## src/rtl/mips_ctrl_pkg.sv

```systemverilog
// Shared control-path definitions for the MIPS fetch/decode front end:
// branch condition codes, sequencer state encoding and reset defaults.
package mips_ctrl_pkg;

  localparam int unsigned XLEN              = 32;
  localparam int unsigned JIDX_W            = 26;
  localparam int unsigned CNT_WIDTH_DEFAULT = 16;

  localparam logic [XLEN-1:0] RESET_VECTOR_DEFAULT = 32'h0000_0000;

  localparam logic [2:0] BC_EQ     = 3'b000;
  localparam logic [2:0] BC_REGIMM = 3'b001;
  localparam logic [2:0] BC_GTZ    = 3'b010;
  localparam logic [2:0] BC_LEZ    = 3'b011;
  localparam logic [2:0] BC_NE     = 3'b101;

  typedef enum logic [0:0] {
    SEQ_BOOT = 1'b0,
    SEQ_RUN  = 1'b1
  } seq_state_e;

  // J/JAL target: region bits of PC+4 with the word-aligned instruction index
  function automatic logic [XLEN-1:0] jump_target(input logic [XLEN-1:0] pc4,
                                                   input logic [JIDX_W-1:0] idx);
    return {pc4[31:28], idx, 2'b00};
  endfunction

endpackage

```

## src/rtl/pc_sequencer_if.sv

```systemverilog
// Flow-control bundle between the ID-stage controller/datapath and the PC sequencer.
interface pc_sequencer_if #(
  parameter int unsigned CNT_WIDTH = 16
) ();

  logic                 Stall;
  logic                 DecodeValid;
  logic                 Branch;
  logic                 Jump;
  logic                 JumpMux;
  logic                 JAL;
  logic                 BranchSourceMux;
  logic [2:0]           BCControl;
  logic                 RegimmRt0;
  logic [31:0]          RsData;
  logic [31:0]          RtData;
  logic [31:0]          BranchOffset;
  logic [25:0]          JumpIndex;
  logic [31:0]          IdPC4;
  logic                 CountClear;

  logic [31:0]          PC;
  logic                 PCValid;
  logic                 IfIdFlush;
  logic                 Taken;
  logic [31:0]          LinkAddr;
  logic                 LinkWrite;
  logic [CNT_WIDTH-1:0] BranchCount;
  logic [CNT_WIDTH-1:0] TakenCount;

  modport master (
    output Stall, DecodeValid, Branch, Jump, JumpMux, JAL, BranchSourceMux,
           BCControl, RegimmRt0, RsData, RtData, BranchOffset, JumpIndex,
           IdPC4, CountClear,
    input  PC, PCValid, IfIdFlush, Taken, LinkAddr, LinkWrite,
           BranchCount, TakenCount
  );

  modport slave (
    input  Stall, DecodeValid, Branch, Jump, JumpMux, JAL, BranchSourceMux,
           BCControl, RegimmRt0, RsData, RtData, BranchOffset, JumpIndex,
           IdPC4, CountClear,
    output PC, PCValid, IfIdFlush, Taken, LinkAddr, LinkWrite,
           BranchCount, TakenCount
  );

endinterface

```

## src/rtl/branch_condition_unit.sv

```systemverilog
// Combinational branch condition evaluation; A is the signed rs operand, B is rt.
module branch_condition_unit
  import mips_ctrl_pkg::*;
(
  input  logic [2:0]      BCControl,
  input  logic            RegimmRt0,
  input  logic [XLEN-1:0] A,
  input  logic [XLEN-1:0] B,
  output logic            CondTrue
);

  always_comb begin
    CondTrue = 1'b0;
    case (BCControl)
      BC_EQ:     CondTrue = (A == B);
      BC_NE:     CondTrue = (A != B);
      BC_GTZ:    CondTrue = ($signed(A) > $signed(32'sd0));
      BC_LEZ:    CondTrue = ($signed(A) <= $signed(32'sd0));
      // rt[0]=1 is BGEZ, rt[0]=0 is BLTZ; only the sign bit matters
      BC_REGIMM: CondTrue = RegimmRt0 ? ~A[XLEN-1] : A[XLEN-1];
      default:   CondTrue = 1'b0;
    endcase
  end

endmodule

```

## src/rtl/pc_sequencer.sv

```systemverilog
// Fetch-side PC sequencer: owns the PC, resolves ID-stage branch/jump redirects,
// flushes the wrong-path IF/ID entry, emits the JAL link write and branch statistics.
module pc_sequencer
  import mips_ctrl_pkg::*;
#(
  parameter logic [31:0] RESET_VECTOR = RESET_VECTOR_DEFAULT,
  parameter int unsigned CNT_WIDTH    = CNT_WIDTH_DEFAULT
) (
  input  logic          Clock,
  input  logic          Reset,
  pc_sequencer_if.slave bus
);

  seq_state_e state_q, state_d;
  logic       run_c;

  logic [XLEN-1:0]      pc_q, pc_d;
  logic                 taken_q, taken_d;
  logic [XLEN-1:0]      link_addr_q, link_addr_d;
  logic                 link_write_q, link_write_d;
  logic [CNT_WIDTH-1:0] branch_cnt_q, branch_cnt_d;
  logic [CNT_WIDTH-1:0] taken_cnt_q, taken_cnt_d;

  logic            cond_true_c;
  logic            cond_ok_c;
  logic            decide_c;
  logic            redirect_c;
  logic            br_count_c;
  logic            tk_count_c;
  logic [XLEN-1:0] target_c;

  // State register
  always_ff @(posedge Clock) begin
    if (Reset) state_q <= SEQ_BOOT;
    else       state_q <= state_d;
  end

  // Next state: BOOT lasts exactly one cycle
  always_comb begin
    state_d = state_q;
    case (state_q)
      SEQ_BOOT: state_d = SEQ_RUN;
      SEQ_RUN:  state_d = SEQ_RUN;
      default:  state_d = SEQ_BOOT;
    endcase
  end

  // State-decoded outputs
  always_comb begin
    run_c = 1'b0;
    case (state_q)
      SEQ_RUN: run_c = 1'b1;
      default: run_c = 1'b0;
    endcase
  end

  branch_condition_unit u_bcu (
    .BCControl (bus.BCControl),
    .RegimmRt0 (bus.RegimmRt0),
    .A         (bus.RsData),
    .B         (bus.RtData),
    .CondTrue  (cond_true_c)
  );

  // A REGIMM code without the zero-compare source selected is malformed; treat as not taken
  assign cond_ok_c = cond_true_c & ((bus.BCControl != BC_REGIMM) | bus.BranchSourceMux);

  assign decide_c   = run_c & bus.DecodeValid & ~bus.Stall;
  assign redirect_c = bus.Jump | (bus.Branch & cond_ok_c);
  assign br_count_c = decide_c & bus.Branch & ~bus.Jump;
  assign tk_count_c = br_count_c & cond_ok_c;

  // Jump outranks branch, so a malformed Branch+Jump still goes to the jump target
  always_comb begin
    target_c = bus.IdPC4 + (bus.BranchOffset << 2);
    if (bus.Jump) begin
      target_c = bus.JumpMux ? bus.RsData : jump_target(bus.IdPC4, bus.JumpIndex);
    end
  end

  always_comb begin
    pc_d = pc_q;
    if (run_c && !bus.Stall) begin
      pc_d = (decide_c && redirect_c) ? target_c : pc_q + XLEN'(4);
    end

    taken_d      = decide_c & redirect_c;
    link_write_d = decide_c & bus.Jump & bus.JAL;
    link_addr_d  = link_write_d ? bus.IdPC4 : link_addr_q;

    // Clear wins over increment; increments saturate at all-ones
    branch_cnt_d = branch_cnt_q;
    taken_cnt_d  = taken_cnt_q;
    if (bus.CountClear) begin
      branch_cnt_d = '0;
      taken_cnt_d  = '0;
    end else begin
      if (br_count_c && (branch_cnt_q != '1)) branch_cnt_d = branch_cnt_q + CNT_WIDTH'(1);
      if (tk_count_c && (taken_cnt_q  != '1)) taken_cnt_d  = taken_cnt_q  + CNT_WIDTH'(1);
    end
  end

  always_ff @(posedge Clock) begin
    if (Reset) begin
      pc_q         <= RESET_VECTOR;
      taken_q      <= 1'b0;
      link_addr_q  <= '0;
      link_write_q <= 1'b0;
      branch_cnt_q <= '0;
      taken_cnt_q  <= '0;
    end else begin
      pc_q         <= pc_d;
      taken_q      <= taken_d;
      link_addr_q  <= link_addr_d;
      link_write_q <= link_write_d;
      branch_cnt_q <= branch_cnt_d;
      taken_cnt_q  <= taken_cnt_d;
    end
  end

  assign bus.PC          = pc_q;
  assign bus.PCValid     = run_c;
  assign bus.IfIdFlush   = decide_c & redirect_c;
  assign bus.Taken       = taken_q;
  assign bus.LinkAddr    = link_addr_q;
  assign bus.LinkWrite   = link_write_q;
  assign bus.BranchCount = branch_cnt_q;
  assign bus.TakenCount  = taken_cnt_q;

endmodule

```

## src/flat_wrapper.sv

```systemverilog
// flat-port wrapper written by rule: the top's interface ports become plain ports
module pc_sequencer_flat import mips_ctrl_pkg::*;
#(
  parameter logic [31:0] RESET_VECTOR = RESET_VECTOR_DEFAULT,
  parameter int unsigned CNT_WIDTH    = CNT_WIDTH_DEFAULT
)
  (Clock, Reset, bus_Stall, bus_DecodeValid, bus_Branch, bus_Jump, bus_JumpMux, bus_JAL, bus_BranchSourceMux, bus_BCControl, bus_RegimmRt0, bus_RsData, bus_RtData, bus_BranchOffset, bus_JumpIndex, bus_IdPC4, bus_CountClear, bus_PC, bus_PCValid, bus_IfIdFlush, bus_Taken, bus_LinkAddr, bus_LinkWrite, bus_BranchCount, bus_TakenCount);
  pc_sequencer_if #(.CNT_WIDTH(CNT_WIDTH)) bus_i ();
  input  logic Clock;
  input  logic Reset;
  input wire logic [$bits(bus_i.Stall)-1:0] bus_Stall;
  input wire logic [$bits(bus_i.DecodeValid)-1:0] bus_DecodeValid;
  input wire logic [$bits(bus_i.Branch)-1:0] bus_Branch;
  input wire logic [$bits(bus_i.Jump)-1:0] bus_Jump;
  input wire logic [$bits(bus_i.JumpMux)-1:0] bus_JumpMux;
  input wire logic [$bits(bus_i.JAL)-1:0] bus_JAL;
  input wire logic [$bits(bus_i.BranchSourceMux)-1:0] bus_BranchSourceMux;
  input wire logic [$bits(bus_i.BCControl)-1:0] bus_BCControl;
  input wire logic [$bits(bus_i.RegimmRt0)-1:0] bus_RegimmRt0;
  input wire logic [$bits(bus_i.RsData)-1:0] bus_RsData;
  input wire logic [$bits(bus_i.RtData)-1:0] bus_RtData;
  input wire logic [$bits(bus_i.BranchOffset)-1:0] bus_BranchOffset;
  input wire logic [$bits(bus_i.JumpIndex)-1:0] bus_JumpIndex;
  input wire logic [$bits(bus_i.IdPC4)-1:0] bus_IdPC4;
  input wire logic [$bits(bus_i.CountClear)-1:0] bus_CountClear;
  output wire logic [$bits(bus_i.PC)-1:0] bus_PC;
  output wire logic [$bits(bus_i.PCValid)-1:0] bus_PCValid;
  output wire logic [$bits(bus_i.IfIdFlush)-1:0] bus_IfIdFlush;
  output wire logic [$bits(bus_i.Taken)-1:0] bus_Taken;
  output wire logic [$bits(bus_i.LinkAddr)-1:0] bus_LinkAddr;
  output wire logic [$bits(bus_i.LinkWrite)-1:0] bus_LinkWrite;
  output wire logic [$bits(bus_i.BranchCount)-1:0] bus_BranchCount;
  output wire logic [$bits(bus_i.TakenCount)-1:0] bus_TakenCount;
  assign bus_i.Stall = bus_Stall;
  assign bus_i.DecodeValid = bus_DecodeValid;
  assign bus_i.Branch = bus_Branch;
  assign bus_i.Jump = bus_Jump;
  assign bus_i.JumpMux = bus_JumpMux;
  assign bus_i.JAL = bus_JAL;
  assign bus_i.BranchSourceMux = bus_BranchSourceMux;
  assign bus_i.BCControl = bus_BCControl;
  assign bus_i.RegimmRt0 = bus_RegimmRt0;
  assign bus_i.RsData = bus_RsData;
  assign bus_i.RtData = bus_RtData;
  assign bus_i.BranchOffset = bus_BranchOffset;
  assign bus_i.JumpIndex = bus_JumpIndex;
  assign bus_i.IdPC4 = bus_IdPC4;
  assign bus_i.CountClear = bus_CountClear;
  assign bus_PC = bus_i.PC;
  assign bus_PCValid = bus_i.PCValid;
  assign bus_IfIdFlush = bus_i.IfIdFlush;
  assign bus_Taken = bus_i.Taken;
  assign bus_LinkAddr = bus_i.LinkAddr;
  assign bus_LinkWrite = bus_i.LinkWrite;
  assign bus_BranchCount = bus_i.BranchCount;
  assign bus_TakenCount = bus_i.TakenCount;
  pc_sequencer #(.RESET_VECTOR(RESET_VECTOR), .CNT_WIDTH(CNT_WIDTH)) u_core (.Clock(Clock), .Reset(Reset), .bus(bus_i));
endmodule
```

## config.mk

```make
export PLATFORM = sky130hd
export DESIGN_NAME = pc_sequencer_flat
export DESIGN_NICKNAME = d
export VERILOG_FILES = /design/src/rtl/mips_ctrl_pkg.sv /design/src/rtl/pc_sequencer_if.sv /design/src/rtl/branch_condition_unit.sv /design/src/rtl/pc_sequencer.sv /design/src/flat_wrapper.sv
export SDC_FILE = /design/constraint.sdc
export NUM_CORES = 1
export LEC_CHECK = 0
export CAP_MARGIN = 20
export CORE_MARGIN = 2
export CORE_UTILIZATION = 46
export CTS_CLUSTER_SIZE = 10
export DETAILED_ROUTE_END_ITERATION = 12
export GPL_ROUTABILITY_DRIVEN = 0
export PLACE_DENSITY = 0.86
export SLEW_MARGIN = 0
export SYNTH_ARGS = -nofsm -noshare
export SYNTH_HDL_FRONTEND = slang
export SYNTH_SLANG_ARGS = --single-unit
export TNS_END_PERCENT = 50
```

## constraint.sdc

```tcl
create_clock -name Clock -period 3.72 [get_ports Clock]
set_clock_uncertainty 0.2 [all_clocks]
set_input_delay 0.744 -clock Clock [delete_from_list [all_inputs] [get_ports Clock]]
set_output_delay 0.744 -clock Clock [all_outputs]
set_load 0.03 [all_outputs]
```

# [Yosys cells after proc, flatten, opt, wreduce, memory -nomap -nowiden]
# Cells that the tools add are included.
[word_totals] ff_bits=99 input_bits=168 out_inout_bits=100
[classes] add_sub_neg=4 order_cmp=2 eq_ne=9 muxes=7 n_bitwise=15 n_reduce_logical=7
[op_table] cell="$mux 32" count=3
[op_table] cell="$add 16x1->16 const B" count=2
[op_table] cell="$add 32x3->32 const B" count=1
[op_table] cell="$add 32x32->32" count=1
[op_table] cell="$eq 32x32->1" count=1
[op_table] cell="$gt 32x1->1 const B" count=1
[op_table] cell="$le 32x1->1 const B" count=1
[op_table] cell="$ne 16x16->1 const B" count=2
[op_table] cell="$ne 32x32->1" count=1
[op_table] cell="$and 1x1->1" count=10
[op_table] cell="$eq 3x2->1 const B" count=2
[op_table] cell="$pmux 1 s5" count=1
[op_table] cell="$logic_and 1x1->1" count=4
[op_table] cell="$eq 3x1->1 const B" count=1
[op_table] cell="$eq 3x3->1 const B" count=1
[op_table] cell="$logic_not 3->1" count=1
[op_table] cell="$mux 1" count=3
[op_table] cell="$ne 3x1->1 const B" count=1
[op_table] cell="$not 1->1" count=3
[op_table] cell="$or 1x1->1" count=2
[op_table] cell="$reduce_or 2->1" count=1
[op_table] cell="$logic_not 1->1" count=1

# [Logic depth before layout (Yosys ltp)]
[depth] word_depth=8 depth_mapped=10 mapped_depth_nobuf=10

# [Hierarchy]
# From an unflattened synthesis, not the netlist that was laid out.
[hier_totals] hier_cells=939 area_unflattened_um2=7169.4
[modules_own_cells] mod="pc_sequencer" n_inst=1 cells_per_inst=877 area_per_inst_um2=6690.2 seq_area_each_um2=1981.9
[modules_own_cells] mod="branch_condition_unit" n_inst=1 cells_per_inst=62 area_per_inst_um2=479.2 seq_area_each_um2=0.0

# [Worst setup path before layout]
# Ideal clock, no wire load.
[synth_path] kind="input to output" from="input port bus_RsData[19]" to="output port bus_IfIdFlush" arrival_time_ns=2.466 required_ns=2.776 slack_ns=0.310 cell_stages=8 cell_sequence="or4_4 -> nor4_4 -> a41oi_2 -> mux2_4 -> nand2_8 -> nor2_8 -> clkinv_4 -> buf_2"
[synth_via] elab_chain_len=6
[synth_rtl] element="from (decl)" line_no="flat_wrapper.sv:20" source="input wire logic [$bits(bus_i.RsData)-1:0] bus_RsData;"
[synth_rtl] element="$le 32x1->1, or another cell as far along" line_no="branch_condition_unit.sv:18" source="BC_LEZ: CondTrue = ($signed(A) <= $signed(32'sd0));"
[synth_rtl] element="$pmux 1 s5 *" line_no="branch_condition_unit.sv:14" source="case (BCControl)"
[synth_rtl] element="$and 1x1->1 *" line_no="pc_sequencer.sv:66" source="assign cond_ok_c = cond_true_c & ((bus.BCControl != BC_REGIMM) | bus.BranchSourceMux);"
[synth_rtl] element="$and 1x1->1 *" line_no="pc_sequencer.sv:69" source="assign redirect_c = bus.Jump | (bus.Branch & cond_ok_c);"
[synth_rtl] element="$or 1x1->1 *" line_no="pc_sequencer.sv:69"
[synth_rtl] element="$and 1x1->1 *" line_no="pc_sequencer.sv:123" source="assign bus.IfIdFlush = decide_c & redirect_c;"
[synth_rtl] element="to (decl)" line_no="flat_wrapper.sv:28" source="output wire logic [$bits(bus_i.IfIdFlush)-1:0] bus_IfIdFlush;"
# Mark *: on every way between the ends. The rest lies on a longest branch, timed or not.

# [Worst setup path in the final report]
[layout_path] from="input port bus_RtData[27]" to="output port bus_IfIdFlush"
[layout_via] elab_chain_len=6
[layout_rtl] element="from (decl)" line_no="flat_wrapper.sv:21" source="input wire logic [$bits(bus_i.RtData)-1:0] bus_RtData;"
[layout_rtl] element="$ne 32x32->1 / $eq 32x32->1 (equally long branches)" line_no="branch_condition_unit.sv:16, branch_condition_unit.sv:15"
[layout_rtl] element="$pmux 1 s5 *" line_no="branch_condition_unit.sv:14"
[layout_rtl] element="$and 1x1->1 *" line_no="pc_sequencer.sv:66"
[layout_rtl] element="$and 1x1->1 *" line_no="pc_sequencer.sv:69"
[layout_rtl] element="$or 1x1->1 *" line_no="pc_sequencer.sv:69"
[layout_rtl] element="$and 1x1->1 *" line_no="pc_sequencer.sv:123"
# Marks and branches as above.

==> impl_metrics.json <==
{
  "status": "finished with violations",
  "violations": "setup timing",
  "io-pin-count": 268,
  "cts_root_buf": "clkbuf_16",
  "hp-start": "u_core.bus.LinkAddr[22]",
  "num_vias": 8928,
  "area_growth_pct": 52.2,
  "synth_area_leaders": "dfxtp_1, nand2_1, xor2_1, a21oi_1, ha_1",
  "grt_first_pass_wirelength_um": 43300,
  "io_buffers": 265,
  "crit_path_max_fanout": 2,
  "grtUsageTotal_pct": 32.8,
  "cts_tree": "yes",
  "whs_path_depth": 2,
  "finalSetupViolations": 1,
  "synth_ff_type": "dfxtp_1",
  "insertion_delay_ns": 0.36,
  "crit_chain": "clkdlybuf4s50_1, xor2_2, nor4_1, nand4_1, buf_6, nor2_4, mux2_4, nor2_8, clkinv_4, buf_6",
  "layout.nets": 1467,
  "rows": 46,
  "die_h_um": 130,
  "whs_ns": 0.255,
  "drt-total-wl_um": 29400,
  "power_density_nw_per_um2": 268,
  "period_minus_slack_ns": 3.85,
  "netlist_area_um2": 7350,
  "synth_top_area_cell": "dfxtp_1",
  "numCtsBuffers": 9,
  "final.setup.worst_slack_ns": -0.131,
  "reg2reg_slack_ns": 0.73,
  "cts.sinks": 99,
  "wl_per_cell_um": 19.7,
  "slowest_stage": "clkdlybuf4s50_1",
  "antenna_found_initial": 1,
  "fmax_mhz": 260,
  "drt_drc_violations_left": 0,
  "worst_setup_path_end_kind": "output port",
  "hold_path.class": "register to register",
  "vdd_ir_drop_max_mv": 0.245,
  "ys_async_sr_fraction_pct": 0,
  "cts_max_level": 3,
  "synth_common_cells": "nand2_1, dfxtp_1, nor2_1, a21oi_1, xor2_1",
  "fin_crit_sh_pct": 104,
  "drt_first_pass_iters": 6,
  "vias_per_cell": 6.00,
  "slew_viol_final": 0,
  "drive_gt1_share_pct": 11.7,
  "hold_buffers": 0,
  "synth_edf_count": 0,
  "yosysTopAreaCellShare_pct": 27.0,
  "post-dp-hpwl_um": 22500,
  "highest_layer": "met5",
  "finalHoldViolCount": 0,
  "die_x_um": 130,
  "cap_viol_max_count": 0,
  "max_slew_margin_pct": 57.3,
  "cpPeakStageDelay_ns": 0.46,
  "syn_nets": 1155,
  "ys_types": 76,
  "leakagePower_nw": 4.33,
  "r2r_end": "u_core.bus.TakenCount[7]",
  "path_common_cell": "buf_6",
  "grt_pass1_vias": 8068,
  "ant_nets": 0,
  "wl_met1_um": 11300,
  "critPathKind": "input port to output port",
  "yosysWarnings": 0,
  "dr_wl_met3_um": 2970,
  "required_ns": 2.78,
  "r2r-start": "u_core.bus.TakenCount[3]",
  "ys_ff_latch": 99,
  "dieArea_um2": 17000,
  "worst_slew_pin_slew_ns": 0.633,
  "wl_met2_um": 13400,
  "worst_ep_arrival_time_ns": 2.91,
  "insertedDiodeCount": 0,
  "grt_max_degree": 44,
  "r2r_cells": 9,
  "yosysSeqAreaShare_pct": 27.0,
  "fp.coreArea_um2": 15800,
  "pre_cts_ws_ns": -0.341,
  "fillers": 1209,
  "start_util_pct": 46.6,
  "whs_endpoint": "u_core.bus.LinkAddr[22]",
  "synth_area_per_cell_um2": 7.71,
  "grt_setup_unrepaired": "true",
  "power_mw": 2.99,
  "yosysMostFrequentCell": "nand2_1",
  "netlist_instances": 954,
  "drt_first_iter_violations": 1023,
  "cp-start-kind": "input port",
  "clk_path_buf_depth": 2,
  "path_clk_slew_ns": 0.07,
  "grt_remaining_overflow": 0
}
==> worst max path at each step <==
stage | to | start | cells past startpoint | slack, ns
5_1_grt | bus_IfIdFlush | bus_RtData[27] | 10 | -0.24
4_1_cts | bus_IfIdFlush | bus_RtData[11] | 9 | 0.002
2_1_floorplan | bus_IfIdFlush | bus_RsData[19] | 8 | 0.31
6_report | bus_IfIdFlush | bus_RtData[27] | 10 | -0.13
3_3_place_gp | bus_IfIdFlush | bus_RsData[13] | 9 | -0.31
3_5_place_dp | bus_IfIdFlush | bus_RsData[13] | 9 | -0.34
==> power breakdown <==
part	switching [mW]	internal, mW
sequential	0.0220	1.08
clock	0.489	0.542
combinational	0.452	0.413
total	0.962	2.03
==> critical path: cells and delay by family <==
family | cells | cell delay, ns
xor gates and xnor gates | 1 | 0.19
buffers and inverters | 4 | 0.83
muxes | 1 | 0.34
and+or+nand+nor | 4 | 0.80
==> per-stage QoR <==
stage	std cells	setup TNS, ns	cell area, µm²	utilization (%)
6_report	1487	-0.131	11200	70.9
5_1_grt	1487	-0.237	11200	70.9
4_1_cts	1484	0	11000	69.8
3_5_place_dp	1463	-6.64	10600	67.5
3_3_place_gp	1463	-5.46	10600	67.5
2_1_floorplan	954	0	7350	-
==> layer usage <==
metal / vias to the layer above / track usage (%)
met5: - / 0
met4: 2 / 16.0
met3: 122 / 7.21
met2: 569 / 51.9
met1: 4102 / 42.5
li1: 4133 / -
==> layout make-up <==
type                       count  area (µm²)  area share [%]
multi-input combinational    794        5220            46.6
inverter                      14        57.6           0.515
clock buffer                   9         225            2.01
sequential                    99        1980            17.7
tap                          216         270            2.42
clock inverter                 7        93.8           0.839
timing repair buffer         348        3340            29.9
==> placed cells by master, fill, tap and decap left out, types with 11 or more instances in the layout <==
| master | Yosys | routed |
|---|---|---|
| clkdlybuf4s50_1 | 0 | 220 |
| nand2_1 | 138 | 138 |
| dfxtp_1 | 99 | 99 |
| nor2_1 | 86 | 85 |
| a21oi_1 | 84 | 84 |
| buf_4 | 0 | 77 |
| xor2_1 | 49 | 45 |
| o21ai_0 | 43 | 43 |
| mux2i_1 | 34 | 34 |
| nor3_1 | 32 | 32 |
| ha_1 | 32 | 32 |
| xnor2_1 | 27 | 27 |
| nand3_1 | 21 | 21 |
| dlygate4sd2_1 | 0 | 20 |
| dlymetal6s2s_1 | 0 | 20 |
| nor4_1 | 24 | 18 |
| nand4_1 | 16 | 16 |
| and3_1 | 15 | 15 |
| a31oi_1 | 15 | 15 |
| o211ai_1 | 13 | 13 |
| inv_1 | 12 | 12 |
| nor4_2 | 5 | 11 |
| o31ai_1 | 11 | 11 |
==> sequential cells by signal (all words and copies together), names as in the netlist <==
signal	flops
u_core.bus.TakenCount	16
u_core.bus.PC	32
u_core.bus.LinkAddr	32
u_core.bus.Taken	1
u_core.bus.LinkWrite	1
u_core.state_q	1
u_core.bus.BranchCount	16
==> timing repair <==
action | 4_1_cts | 5_1_grt
endpoints found under the hold margin | 0 | 0
setup buffers | 5 | 3
cloned | 0 | 1
pin swaps | 11 | 14
resized for setup | 29 | 37
setup endpoints to repair | 1 | 23
==> cells by family after synthesis <==
logic type	after synthesis	synth area share [%]
XOR/XNOR	77	9.28
multiplexers	39	5.45
AND/OR/NAND/NOR	398	27.4
adder cells (fa/ha/maj)	33	5.72
buffers and inverters	61	3.57
flip-flops	99	27.0
AO/OA/AOI/OAI	247	21.6
Note: power is estimated with default switching activity, not from simulation.
